`src/rtl/systolic_pq_pkg.sv`:
```
// Shared definitions for the systolic priority-queue cell: FSM states and sentinel entries.
package systolic_pq_pkg;

    typedef enum logic {
        StIdle,
        StFill
    } pq_state_e;

    // Widest entry supported; cells take the low W bits of these sentinels.
    localparam int unsigned PQ_MAX_W = 64;
    localparam logic [PQ_MAX_W-1:0] PQ_INF_MAX    = {PQ_MAX_W{1'b1}};
    localparam logic [PQ_MAX_W-1:0] PQ_NEGINF_MAX = {PQ_MAX_W{1'b0}};

endpackage

```
`src/rtl/systolic_pq_cmpswap.sv`:
```
// Key-only compare-and-swap; on equal keys x is returned as the minimum.
module systolic_pq_cmpswap #(
    parameter int unsigned KW = 8,
    parameter int unsigned VW = 4
) (
    input  logic [KW+VW-1:0] x,
    input  logic [KW+VW-1:0] y,
    output logic [KW+VW-1:0] mn,
    output logic [KW+VW-1:0] mx
);

    logic y_less;

    assign y_less = (y[KW+VW-1:VW] < x[KW+VW-1:VW]);
    assign mn     = y_less ? y : x;
    assign mx     = y_less ? x : y;

endmodule

```
`src/rtl/systolic_pq_cell.sv`:
```
// One cell of a systolic priority queue: holds a single entry, passes larger inserts right
// and refills its slot from the right neighbour after an extract.
module systolic_pq_cell
    import systolic_pq_pkg::*;
#(
    parameter int unsigned KW = 8,
    parameter int unsigned VW = 4
) (
    input  logic             clk,
    input  logic             rst,
    input  logic             en,
    input  logic [KW+VW-1:0] ai,
    input  logic [KW+VW-1:0] bi,
    input  logic [KW+VW-1:0] ri,
    output logic [KW+VW-1:0] ao,
    output logic [KW+VW-1:0] bo,
    output logic [KW+VW-1:0] lo,
    output logic             occ
);

    localparam int unsigned W = KW + VW;
    localparam logic [W-1:0] PQINF    = PQ_INF_MAX[W-1:0];
    localparam logic [W-1:0] PQNEGINF = PQ_NEGINF_MAX[W-1:0];

    pq_state_e    state_q, state_d;
    logic [W-1:0] a_q, a_d;
    logic [W-1:0] ao_q, ao_d;
    logic [W-1:0] bo_q, bo_d;
    logic [W-1:0] lo_q, lo_d;
    logic [W-1:0] cmp_x, cmp_mn, cmp_mx;
    logic         extract;

    // In FILL the resident slot is a hole, so the right neighbour's entry competes instead.
    assign cmp_x   = (state_q == StFill) ? ri : a_q;
    assign extract = (ai == PQINF);

    systolic_pq_cmpswap #(
        .KW(KW),
        .VW(VW)
    ) u_cmpswap (
        .x (cmp_x),
        .y (bi),
        .mn(cmp_mn),
        .mx(cmp_mx)
    );

    always_comb begin
        state_d = state_q;
        a_d     = a_q;
        ao_d    = ao_q;
        bo_d    = bo_q;
        lo_d    = lo_q;
        if (en) begin
            unique case (state_q)
                StIdle: begin
                    if (extract) begin
                        lo_d    = a_q;
                        a_d     = PQINF;
                        bo_d    = PQINF;
                        ao_d    = PQINF;
                        state_d = StFill;
                    end else begin
                        a_d  = cmp_mn;
                        bo_d = cmp_mx;
                        ao_d = PQNEGINF;
                        lo_d = PQINF;
                    end
                end
                StFill: begin
                    if (extract) begin
                        lo_d = cmp_mn;
                        a_d  = PQINF;
                        bo_d = cmp_mx;
                        ao_d = PQINF;
                    end else begin
                        a_d     = cmp_mn;
                        bo_d    = cmp_mx;
                        ao_d    = PQNEGINF;
                        lo_d    = PQINF;
                        state_d = StIdle;
                    end
                end
                default: state_d = StIdle;
            endcase
        end
    end

    always_ff @(posedge clk) begin
        if (rst) begin
            state_q <= StIdle;
            a_q     <= PQINF;
            ao_q    <= PQNEGINF;
            bo_q    <= PQINF;
            lo_q    <= PQINF;
        end else begin
            state_q <= state_d;
            a_q     <= a_d;
            ao_q    <= ao_d;
            bo_q    <= bo_d;
            lo_q    <= lo_d;
        end
    end

    assign ao  = ao_q;
    assign bo  = bo_q;
    assign lo  = lo_q;
    assign occ = (a_q != PQINF);

endmodule

```
`config.mk`:
```
export PLATFORM = sky130hd
export DESIGN_NAME = systolic_pq_cell
export DESIGN_NICKNAME = d
export VERILOG_FILES = /design/src/rtl/systolic_pq_pkg.sv /design/src/rtl/systolic_pq_cmpswap.sv /design/src/rtl/systolic_pq_cell.sv
export SDC_FILE = /design/constraint.sdc
export NUM_CORES = 1
export LEC_CHECK = 0
export ABC_CLOCK_PERIOD_IN_PS = 3000
export CAP_MARGIN = 30
export CORE_MARGIN = 2
export CORE_UTILIZATION = 40
export CTS_CLUSTER_SIZE = 24
export DETAILED_ROUTE_END_ITERATION = 7
export PLACE_DENSITY = 0.78
export SETUP_SLACK_MARGIN = 0.4
export SYNTH_ARGS = -nofsm -noshare
export SYNTH_HDL_FRONTEND = slang
export SYNTH_HIERARCHICAL = 1
export SYNTH_SLANG_ARGS = --single-unit
```
`constraint.sdc`:
```
create_clock -name clk -period 3 [get_ports clk]
set_input_delay 0.45 -clock clk [delete_from_list [all_inputs] [get_ports clk]]
set_output_delay 0.45 -clock clk [all_outputs]
set_load 0.05 [all_outputs]
```
==> After elaboration in Yosys (flattened, before gate mapping) <==
Index checks and enable logic that the tools add are counted.
{ "totals": {"output_inout_bits": 37, "input_bits": 39, "wordCells": 20, "ff_bits": 49} }
{ "op_classes": {"order_cmp": 1, "muxes": 11, "bitwise_logic": 1, "eq_ne": 2} }
{ "op_table": {"columns": ["cell", "count"], "rows": [
  ["12-bit two-way mux", 8],
  ["12-bit case mux with 2 select lines", 2],
  ["12-bit equality test (second input constant)", 1],
  ["12-bit inequality test (second input constant)", 1],
  ["8-bit < comparator", 1],
  ["1-bit two-way mux", 1],
  ["1-bit NOT", 1]
]} }

==> Depth between registers and ports, before layout <==
{ "depth": {"ltp_word": 5, "ltp_mapped": 14, "mapped_depth_nobuf": 11} }

==> Modules after synthesis <==
Netlist, hierarchy kept.
{ "by_module_without_submodules": {"columns": ["module", "cells_each", "seq_area_each_um2", "instances", "area_per_inst_um2"], "rows": [
  ["systolic_pq_cell", 186, 740.7, 1, 1612.8],
  ["systolic_pq_cmpswap", 50, 0.0, 1, 480.5]
]} }

==> Least setup slack after synthesis <==
Ideal clock, no wire load.
{ "synth_timing": {"path_kind": "flip-flop to flip-flop", "start": "register, netlist name ao[10]", "end": "register a_q[2]", "arrival_ps": 2875, "setup_time_ps": 126, "path_buffers": 3, "synth_period_minus_slack_ps": 3001, "path_stages_with_launch": 13, "t_required_ps": 2874, "slack_ps": -1, "path_cell_list": "dfxtp_1 -> buf_2 -> clkbuf_1 -> nand2_1 -> nand2_1 -> inv_1 -> ha_1 -> a2111o_1 -> a211oi_4 -> buf_6 -> mux2_2 -> mux2i_1 -> nand2_1"} }
{ "synth_rtl": {"columns": ["element", "line", "text"], "rows": [
  ["end signal: assignment", "systolic_pq_cell.sv:91", "a_q <= PQINF;"],
  ["end signal: assignment", "systolic_pq_cell.sv:97", "a_q <= a_d;"],
  ["end: declaration", "systolic_pq_cell.sv:26", "logic [W-1:0] a_q, a_d;"]
]} }

==> impl_results.md <==
* Status: finished clean
* Max-Cap Viols at 0
* Clk root buf: clkbuf_8
* Int Pwr at 0.921 mW
* CTS tree: yes
* P&R area growth vs syn at 54.3%
* Worst path slowest cell: dfxtp_4
* Diode count at 0
* Post-layout util at 63.7%
* Crit path arrival time at 2.82 ns
* Clock-pin slew on the worst setup and hold paths at approximately 0.07 ns
* Area leader, netlist: dfxtp_1
* Crit path capture: a_q[3]
* Die area at around 6000 um^2
* Vias at 1957
* Initial antenna violation count at 0
* Period utilization at 88.4%
* Pin count of the biggest net entering global routing at 25
* First-pass GRT wire length at around 8.7 mm
* Fraction of layout instances using a drive strength above 1 at 26.3%
* FF-to-FF End: a_q[3]
* Worst-Margin Slew at between 0.9 and 1 ns
* FP Rows at 26
* Residual DRC at 0
* Worst-path cell chain: buf_6, buf_4, nand2_2, nand2_2, inv_2, ha_2, o21ai_2, a21oi_2, a211oi_4, buf_4, buf_12, mux2_4, mux2i_2, nand2_1
* FF/Latch Area at roughly 740 um^2
* Gate power share at 28.9%
* Overflow after GRT at 0
* Drt wl/cell at between 10 and 15 um
* Crit path max fanout at 6
* Die height at roughly 76 um
* Layout Skew at between 0.007 and 0.008 ns
* Max-slew violations at 0
* Peak supply drop at roughly 0.00022 V
* Synth top area cells: dfxtp_1 (35%), mux2_2 (12%), nand2_1 (11%), mux2i_1 (5.7%), o22a_1 (5.0%)
* Avg Cell Area, Syn at 8.87 um^2
* Placer Congestion at between 0.7 and 0.8
* Filler Cells Inserted at 403
* GRT Overall Usage at a little under a fifth
* Worst Reg-to-Reg Cells at 14
* Sink Count at 37
* Syn Nets at about 280
* Crit end category: flip-flop
* DRT iter0 DRCs at around 120
* Pwr Density at approximately 400 nW/um^2
* Initial Utilization at slightly above 40%
* DPL Wire Length at 3.62 mm
* Psw at ~0.36 mW
* #FFs+latches synth at 37
* Routed Antenna Nets at 0
* Total Wirelength at ~5.7 mm
* Clk_lat worst skew at about 0.29 ns
* Total core area at ~5100 um^2
* Die width at approximately 76 um
* Min Clock Period, post-route at about 2.7 ns
* Worst Setup Start Kind: flip-flop
* Clock share of power at a little under 30%
* Worst Path Required at approximately 3.2 ns
* Fmax at between 300 and 400 MHz
* Vias per std cell at just over 5
* I/O Buffers at 75
* Yosys warning total at 6
* H-tree levels at 2
* Final #Nets at between 300 and 400
* Reg power frac at roughly two fifths
* Mapped Cells at 236
* # hold bufs at CTS at 0
* Vias in the first global route at roughly 1900
* Reg2reg start: ao[10]
* Crit path from: ao[10]
* RSZ-0062 raised after global routing: yes
* 1st-pass router iterations at 4
* R2R Setup Slk at ~0.35 ns
* Pleak at roughly 1.4 nW
* Max incr delay on CP at a little under 0.4 ns
* Clock buffer count from CTS at 5
* Final setup fails at 0
* Post-synthesis sequential area ratio at between 30% and 40%
* WS Path Type: reg -> reg
* Count of final hold-check violations at 0
* Yosys cell types at 28
* Relative slew margins at 40.0%
* Power consumption at roughly 1.3 mW
* IO Pins at 76
* Multi-input logic area at 1280 um^2
* Hold Crit Class: reg -> reg
* Bufs on Longest Clock Path at 2
* Area share of the largest cell type after synthesis at 35.4%
* Sw Share at between 20% and 30%
* Post-Syn Area at approximately 2100 um^2
-- layout by cell type, fill, tap and decap left out, types with 2 or more instances in the layout --
| cell | Yosys | layout |
|---|---|---|
| mux2_2 | 22 | 4 |
| mux2i_1 | 12 | 11 |
| nand2b_1 | 3 | 3 |
| and4_4 | 3 | 3 |
| ha_1 | 7 | 2 |
| nand2_1 | 60 | 48 |
| o22a_1 | 12 | 12 |
| dfxtp_1 | 37 | 36 |
| inv_2 | 0 | 3 |
| ha_2 | 0 | 3 |
| clkbuf_8 | 0 | 7 |
| buf_6 | 6 | 3 |
| dlymetal6s2s_1 | 0 | 2 |
| o21ai_2 | 0 | 2 |
| mux2_4 | 0 | 19 |
| a31oi_1 | 12 | 12 |
| nor2_1 | 13 | 12 |
| clkdlybuf4s50_1 | 0 | 72 |
| nand4_1 | 5 | 5 |
| ha_4 | 0 | 2 |
| inv_1 | 9 | 5 |
| buf_4 | 13 | 12 |
| nand2_2 | 0 | 11 |
-- power by group through the flow --
stage	clock network, mW	logic [mW]	registers (mW)
after floorplan	0	0.178	0.569
after global placement	0	0.307	0.537
after detailed placement	0	0.311	0.538
after CTS	0.392	0.345	0.527
after global routing	0.415	0.391	0.529
final	0.381	0.369	0.527
-- what timing repair did --
action / CTS / global route
setup endpoints to repair: 34 / 36
gates cloned: 2 / 0
pin swaps: 3 / 17
resized for setup: 8 / 29
setup buffers: 4 / 8
-- how the worst min path moves through the flow --
stage / startpoint / end / depth (start not counted)
3_5_place_dp: bo[5] / bo[5] / 1
4_1_cts: bo[4] / bo[4] / 1
2_1_floorplan: a_q[9] / a_q[9] / 2
5_1_grt: bo[4] / bo[4] / 1
6_report: bo[4] / bo[4] / 1
3_3_place_gp: bo[1] / bo[1] / 1
-- Yosys cell counts (all sizes together) --
cell and count:
nand2 60, dfxtp 37, buf 24, mux2 24
nor2 13, a31oi 12, mux2i 12, o22a 12
inv 9, ha 7, nand4 5, and4 4
nand2b 3, a211oi 2, a21oi 2, clkbuf 2
o21ai 2, a2111o 1, a41o 1, a41oi 1
nor2b 1, or2 1, or3 1
-- flip-flops by register name, summed over array words and instances (netlist names) --
signal	count
a_q	12
bo	12
lo	12
ao	1
-- final cells by class --
| class | count | area share [%] |
|---|---|---|
| clock buffers | 7 | 2.98 |
| clock inverters | 1 | 0.155 |
| inverters | 9 | 1.28 |
| flip-flops and latches | 37 | 23.0 |
| well taps | 70 | 2.71 |
| repair buffers | 94 | 30.1 |
| multi-input cells | 164 | 39.7 |
-- worst max-delay path: cells and delay by family (launching register included) --
kind / cells / cell delay, ns
buffers and inverters: 5 / 0.61
AO/OA/AOI/OAI: 3 / 0.56
multiplexers: 2 / 0.49
flip-flops: 1 / 0.39
adder cells (fa/ha/maj): 1 / 0.27
AND/OR/NAND/NOR: 3 / 0.22
-- stage by stage --
step / instance area [um^2] / hold slack, ns / setup WS, ns / setup TNS (ns) / cells
final: 3230 / 0.482 / 0.348 / 0 / 382
after detailed placement: 2870 / 0.471 / -0.0426 / -0.103 / 360
after global routing: 3230 / 0.509 / 0.224 / 0 / 382
after global placement: 2870 / 0.466 / 0.0230 / 0 / 360
after CTS: 3080 / 0.488 / 0.370 / 0 / 374
after floorplan: 2200 / 0.455 / 0.285 / 0 / 236
-- metal layers --
| layer | up-vias | track usage [%] | part of all wire, % |
|---|---|---|---|
| li1 | 960 | - | - |
| met1 | 928 | 21.4 | 44 |
| met2 | 59 | 32.8 | 50 |
| met3 | 10 | 4.98 | 4.3 |
| met4 | 0 | 6.55 | 1.4 |
| met5 | - | 0 | 0 |
-- cell families (layout without fill, tap and decap cells) --
logic type	Yosys count	after routing	synth area share [%]
adders and majority gates	7	7	4.18
AOI/OAI and AO/OA	33	33	12.3
muxes	36	36	18.6
and+or+nand+nor	88	88	18.4
buffers and inverters	35	111	11.1
DFF	37	37	35.4
Power figures use the tool's default switching activity.
